===== src/rtl/stream_pkt_ctrl_pkg.sv =====
// Shared types and register map for the stream packet run controller.
// Also holds the packet-size clamp shared by the control path.
package stream_pkt_ctrl_pkg;

    typedef enum logic [1:0] {
        ST_IDLE = 2'd0,
        ST_RUN  = 2'd1,
        ST_PAD  = 2'd2
    } state_e;

    // System-bus register offsets of the cfg/status fields
    localparam logic [7:0] REG_CTRL     = 8'h00;
    localparam logic [7:0] REG_PKT_SIZE = 8'h04;
    localparam logic [7:0] REG_NUM_PKTS = 8'h08;
    localparam logic [7:0] REG_TIMEOUT  = 8'h0C;
    localparam logic [7:0] REG_STATUS   = 8'h10;
    localparam logic [7:0] REG_BEAT_CNT = 8'h14;
    localparam logic [7:0] REG_PKT_CNT  = 8'h18;
    localparam logic [7:0] REG_PAD_CNT  = 8'h1C;

    function automatic logic [31:0] clamp_size(input logic [31:0] size);
        return (size == 32'd0) ? 32'd1 : size;
    endfunction

endpackage


===== src/rtl/stream_idle_timer.sv =====
// Saturating idle-cycle counter; hit flags the cycle the count reaches threshold-1.
// A zero threshold disables the hit output.
module stream_idle_timer
    import stream_pkt_ctrl_pkg::*;
#(
    parameter int TO_W = 24
) (
    input  logic            clk,
    input  logic            rstn_i,
    input  logic            clr,
    input  logic            en,
    input  logic [TO_W-1:0] threshold,
    output logic            hit
);

    logic [TO_W-1:0] cnt_r;

    // Count enabled idle cycles, holding at all-ones instead of wrapping
    always_ff @(posedge clk or negedge rstn_i) begin
        if (!rstn_i) begin
            cnt_r <= '0;
        end else if (clr) begin
            cnt_r <= '0;
        end else if (en && (cnt_r != '1)) begin
            cnt_r <= cnt_r + TO_W'(1);
        end else begin
            cnt_r <= cnt_r;
        end
    end

    assign hit = en && (threshold != '0) && (cnt_r == (threshold - TO_W'(1)));

endmodule


===== src/rtl/stream_pkt_ctrl.sv =====
// Run controller between the trigger-capture FWFT FIFO and the AXI-stream DMA FIFO.
// Frames words into packets, pad-closes stalled packets, and counts beats/packets/pads.
module stream_pkt_ctrl
    import stream_pkt_ctrl_pkg::*;
#(
    parameter int               DATA_W   = 64,
    parameter int               TO_W     = 24,
    parameter logic [DATA_W-1:0] PAD_WORD = {DATA_W{1'b1}}
) (
    input  logic                clk,
    input  logic                rstn_i,
    input  logic                cfg_start,
    input  logic                cfg_stop,
    input  logic [31:0]         cfg_packet_size,
    input  logic [15:0]         cfg_num_packets,
    input  logic [TO_W-1:0]     cfg_timeout,
    input  logic [DATA_W-1:0]   src_data,
    input  logic                src_empty,
    output logic                src_rd_en,
    output logic [DATA_W-1:0]   m_tdata,
    output logic                m_tvalid,
    input  logic                m_tready,
    output logic                m_tlast,
    output logic [DATA_W/8-1:0] m_tkeep,
    output logic                busy,
    output logic                done,
    output logic [31:0]         beat_cnt,
    output logic [31:0]         pkt_cnt,
    output logic [15:0]         pad_cnt
);

    state_e          state_r, state_nxt_s;
    logic [31:0]     size_r;
    logic [15:0]     num_r;
    logic [TO_W-1:0] to_r;
    logic            stop_pend_r, done_r;
    logic [31:0]     beat_cnt_r, pkt_cnt_r;
    logic [15:0]     pad_cnt_r;
    logic            beat_s, last_s, run_end_s, timeout_s, idle_en_s;
    logic            end_run_s, stop_set_s, start_s;

    assign start_s   = (state_r == ST_IDLE) && cfg_start;
    assign last_s    = (beat_cnt_r == (size_r - 32'd1));
    assign beat_s    = m_tvalid && m_tready;
    assign run_end_s = (num_r != 16'd0) && ((pkt_cnt_r + 32'd1) == {16'd0, num_r});
    assign idle_en_s = (state_r == ST_RUN) && (beat_cnt_r != 32'd0) && src_empty;

    stream_idle_timer #(.TO_W(TO_W)) u_idle_timer (
        .clk       (clk),
        .rstn_i    (rstn_i),
        .clr       (!idle_en_s),
        .en        (idle_en_s),
        .threshold (to_r),
        .hit       (timeout_s)
    );

    // Stream datapath: zero-latency pass-through in RUN, constant pad beat in PAD
    always_comb begin
        m_tdata   = src_data;
        m_tvalid  = 1'b0;
        m_tlast   = 1'b0;
        src_rd_en = 1'b0;
        case (state_r)
            ST_RUN: begin
                m_tvalid  = !src_empty;
                m_tlast   = last_s;
                src_rd_en = m_tready && !src_empty;
            end
            ST_PAD: begin
                m_tdata  = PAD_WORD;
                m_tvalid = 1'b1;
                m_tlast  = 1'b1;
            end
            default: begin
                m_tvalid = 1'b0;
            end
        endcase
    end

    // Next state; a closing tlast beat always wins over stop/timeout handling
    always_comb begin
        state_nxt_s = state_r;
        end_run_s   = 1'b0;
        case (state_r)
            ST_IDLE: begin
                if (cfg_start) begin
                    state_nxt_s = ST_RUN;
                end else begin
                    state_nxt_s = ST_IDLE;
                end
            end
            ST_RUN: begin
                if (beat_s && last_s && (run_end_s || cfg_stop || stop_pend_r)) begin
                    state_nxt_s = ST_IDLE;
                    end_run_s   = 1'b1;
                end else if (cfg_stop && (beat_cnt_r == 32'd0) && !beat_s) begin
                    state_nxt_s = ST_IDLE;
                    end_run_s   = 1'b1;
                end else if ((stop_pend_r && !beat_s) || timeout_s) begin
                    state_nxt_s = ST_PAD;
                end else begin
                    state_nxt_s = ST_RUN;
                end
            end
            ST_PAD: begin
                if (beat_s && (stop_pend_r || cfg_stop || run_end_s)) begin
                    state_nxt_s = ST_IDLE;
                    end_run_s   = 1'b1;
                end else if (beat_s) begin
                    state_nxt_s = ST_RUN;
                end else begin
                    state_nxt_s = ST_PAD;
                end
            end
            default: begin
                state_nxt_s = ST_IDLE;
            end
        endcase
    end

    assign stop_set_s = cfg_stop && (state_r != ST_IDLE) && !end_run_s;

    // State register
    always_ff @(posedge clk or negedge rstn_i) begin
        if (!rstn_i) begin
            state_r <= ST_IDLE;
        end else begin
            state_r <= state_nxt_s;
        end
    end

    // Run configuration latched on an accepted start
    always_ff @(posedge clk or negedge rstn_i) begin
        if (!rstn_i) begin
            size_r <= 32'd0;
            num_r  <= 16'd0;
            to_r   <= '0;
        end else if (start_s) begin
            size_r <= clamp_size(cfg_packet_size);
            num_r  <= cfg_num_packets;
            to_r   <= cfg_timeout;
        end
    end

    // Beat, packet and pad counters plus run status flags
    always_ff @(posedge clk or negedge rstn_i) begin
        if (!rstn_i) begin
            beat_cnt_r  <= 32'd0;
            pkt_cnt_r   <= 32'd0;
            pad_cnt_r   <= 16'd0;
            stop_pend_r <= 1'b0;
            done_r      <= 1'b0;
        end else if (start_s) begin
            beat_cnt_r  <= 32'd0;
            pkt_cnt_r   <= 32'd0;
            pad_cnt_r   <= 16'd0;
            stop_pend_r <= 1'b0;
            done_r      <= 1'b0;
        end else begin
            if (beat_s && m_tlast) begin
                beat_cnt_r <= 32'd0;
                pkt_cnt_r  <= pkt_cnt_r + 32'd1;
            end else if (beat_s) begin
                beat_cnt_r <= beat_cnt_r + 32'd1;
            end
            if (beat_s && (state_r == ST_PAD) && (pad_cnt_r != 16'hFFFF)) begin
                pad_cnt_r <= pad_cnt_r + 16'd1;
            end
            if (end_run_s) begin
                done_r      <= 1'b1;
                stop_pend_r <= 1'b0;
            end else if (stop_set_s) begin
                stop_pend_r <= 1'b1;
            end
        end
    end

    assign m_tkeep  = {(DATA_W/8){1'b1}};
    assign busy     = (state_r != ST_IDLE);
    assign done     = done_r;
    assign beat_cnt = beat_cnt_r;
    assign pkt_cnt  = pkt_cnt_r;
    assign pad_cnt  = pad_cnt_r;

endmodule

===== config.mk =====
export PLATFORM = sky130hd
export DESIGN_NAME = stream_pkt_ctrl
export DESIGN_NICKNAME = d
export VERILOG_FILES = /design/src/rtl/stream_pkt_ctrl_pkg.sv /design/src/rtl/stream_idle_timer.sv /design/src/rtl/stream_pkt_ctrl.sv
export SDC_FILE = /design/constraint.sdc
export NUM_CORES = 1
export LEC_CHECK = 0
export CAP_MARGIN = 20
export CORE_MARGIN = 3
export CORE_UTILIZATION = 50
export DETAILED_ROUTE_END_ITERATION = 6
export GPL_TIMING_DRIVEN = 1
export PLACE_DENSITY = 0.78
export SYNTH_ARGS = -nofsm -noshare
export SYNTH_HDL_FRONTEND = slang
export SYNTH_SLANG_ARGS = --single-unit

===== constraint.sdc =====
create_clock -name clk -period 4.6 [get_ports clk]
set_clock_uncertainty 0.2 [all_clocks]
set_input_delay 0.46 -clock clk [delete_from_list [all_inputs] [get_ports clk]]
set_output_delay 0.46 -clock clk [all_outputs]
set_load 0.02 [all_outputs]

==> metrics.yaml <==
die_area_um2: 25810
hp-start: "size_r[31]"
crit_required_ns: 3.94
dpl_cell_area_um2: 15160
port_buffers: 290
rows: 55
r2r-start: "size_r[17]"
combPwrFrac_pct: 44.1
synth.distinct_cells: 76
wire_per_inst_um: 18.20
cts_tree: "done"
hp-class: "reg2reg"
reg2reg_depth: 9
antenna_found_initial: 0
fin_area_um2: 15810
p_seq_share_pct: 33.7
slew_viol_final: 0
ctsHtreeMaxLevel: 4
synth_edf_count: 0
die_w_um: 160.7
antenna_left: 0
max_stage_delay_ns: 0.60
clk_pin_slew_ns: 0.07
multiInputGateArea_um2: 7004
seq_area_frac_synth_pct: 37.66
synth_top_area_cell: "dfrtp_1"
critPathSlowestCell: "or4_1"
final_cell_mix: "clkdlybuf4s50_1, nand2_1, dfrtp_1, nor2_1, xor2_1"
r2r_setup_slack_ns: 0.48
drc: 0
gp_congestion: 0.9011
overflow: 0
drt_iter0_drc: 1170
cts_made_buffers: 17
setup_tns_ns: 0
p_leak_nw: 6.559
clk_path_buf_depth: 2
synth_top_area_share_pct: 37.66
synthArstFlopShare_pct: 100.0
worstHoldPathCells: 2
fin_cells: 2063
cts-root-buf: "clkbuf_16"
synthCells: 1477
regArea_um2: 4504
post-route-period-util_pct: 96.76
start_util_pct: 51.88
io-pin-count: 299
clock-sinks: 180
cap_violations: 0
first_global_vias: 11441
period_needed_ns: 4.451
whs_ns: 0.3148
vias_per_cell: 5.774
final_hold_viol_count: 0
final_common_cell: "clkdlybuf4s50_1"
crit_arrival_ns: 3.79
grt_max_degree: 92
relSlewSlack_pct: 34.21
firstDrtPassIters: 7
p_clk_share_pct: 22.2
chipHeight_um: 160.7
finalSetupViolCount: 0
ir_worst_vdd_mv: 0.2121
switchingPower_mw: 2.920
powerDensity_nw_per_um2: 446.2
syn_avg_cell_area_um2: 8.098
yosys_register_bits: 180
p_int_mw: 4.134
dp_hpwl_mm: 27.63
final_core_util_pct: 68.56
dp_slack_ns: 0.07315
clock.fmax_ghz: 0.2247
crit_chain: "or4_1, or4_1, nor3_1, mux2_2, nor4b_4, and4_4, a21oi_1, nor2_1, clkbuf_2"
antenna_cells: 0
dp.cells: 2030
cp_max_fo: 5
synth_ff_type: "dfrtp_1"
worst_pin_slew_ns: 0.9869
status: "finished, final reports clean"
synth_area_um2: 11960
crit_top_cell: "or4_1"
hold_end: "size_r[31]"
cp-start-kind: "flop"
worstReg2RegEnd: "pkt_cnt[2]"
vias: 11912
grt_use_total_pct: 28.58
drive_above_1_share_pct: 9.314
power_mw: 7.054
critPathKind: "reg2out"
swShare_pct: 41.39
clk_latency_ns: 0.44
area_growth_pct: 32.16
drt_wl_total_mm: 37.55
cp-end-kind: "output pin"
grt_pass1_wl_mm: 60.69
coreArea_um2: 23050
fillers: 1908
setup_ws_ns: 0.1488
nets: 1891
ys_warn_count: 0
rsz0062_at_grt: "no"
synthTopCellsByArea: "dfrtp_1, nand2_1, xor2_1, xnor2_1, nor2_1"
==> registers in the layout, summed over array words and instances (netlist names), 2 cells and up <==
| name | cells |
|---|---|
| pkt_cnt | 32 |
| num_r | 16 |
| to_r | 24 |
| pad_cnt | 16 |
| state_r | 2 |
| beat_cnt | 32 |
| u_idle_timer.cnt_r | 24 |
| size_r | 32 |
==> worst max path at each step <==
stage / endpoint / slack [ns] / start
4_1_cts: m_tlast / 0.006 / size_r[17]
5_1_grt: m_tlast / 0.02 / size_r[17]
3_3_place_gp: m_tlast / 0.13 / size_r[17]
2_1_floorplan: m_tlast / 0.71 / size_r[7]
3_5_place_dp: m_tlast / 0.07 / size_r[17]
6_report: m_tlast / 0.15 / size_r[17]
==> worst max-delay path: cells and delay by family (launching register included) <==
| kind | cells | cell delay (ns) |
|---|---|---|
| compound gates | 1 | 0.10 |
| buf+inv | 1 | 0.21 |
| flops | 1 | 0.43 |
| mux | 1 | 0.39 |
| simple gates | 6 | 2.22 |
==> Yosys cell counts, types with 19 or more instances <==
library cell  number
or4_1             19
and3_1            22
nand4_1           52
inv_1             32
nor4_1            32
or3_1             26
or2_2             69
dfrtp_1          180
xnor2_1           71
a21oi_1           39
nor2_1           130
nand3_1           58
clkbuf_1          66
xor2_1            81
nor3_1            47
nand2_1          282
o21ai_0           48
==> final cells by class <==
cell class	instances	area share, %
Multi-Input combinational cell	1182	44.31
Sequential cell	180	28.50
Timing Repair Buffer	324	20.05
Clock buffer	17	2.691
Tap cell	313	2.478
Clock inverter	15	1.211
Inverter	32	0.7599
==> layer usage <==
layer / share of wire [%] / GRT usage (%) / vias up
li1: - / - / 5643
met1: 45 / 40.30 / 5762
met2: 47 / 45.95 / 455
met3: 5.8 / 5.236 / 52
met4: 1.8 / 6.588 / 0
met5: 0 / 0 / -
==> power groups by stage <==
stage | Combinational (mW) | Clock [mW] | Sequential, mW
after floorplan | 2.07 | 0 | 2.25
after global placement | 3.02 | 0 | 2.37
after detailed placement | 3.07 | 0 | 2.38
after CTS | 3.09 | 1.58 | 2.36
after global routing | 3.42 | 1.65 | 2.43
final | 3.11 | 1.57 | 2.38
==> logic make-up after synthesis <==
family	count (synthesis)	synth area share, %
muxes	14	1.203
and+or+nand+nor	816	34.32
other	1	0.03135
buffers and inverters	122	4.227
AOI/OAI and AO/OA	179	9.981
DFF	180	37.66
adders and majority gates	12	1.255
xor gates and xnor gates	153	11.32
==> repair_timing <==
action | CTS | global route
pin swaps | 0 | 0
buffers inserted | 0 | 0
setup endpoints to repair | 1 | 1
hold endpoints to repair | 83 | 0
resized for setup | 2 | 4
hold buffers | 1 | 0
(Power assumes the default switching activity.)
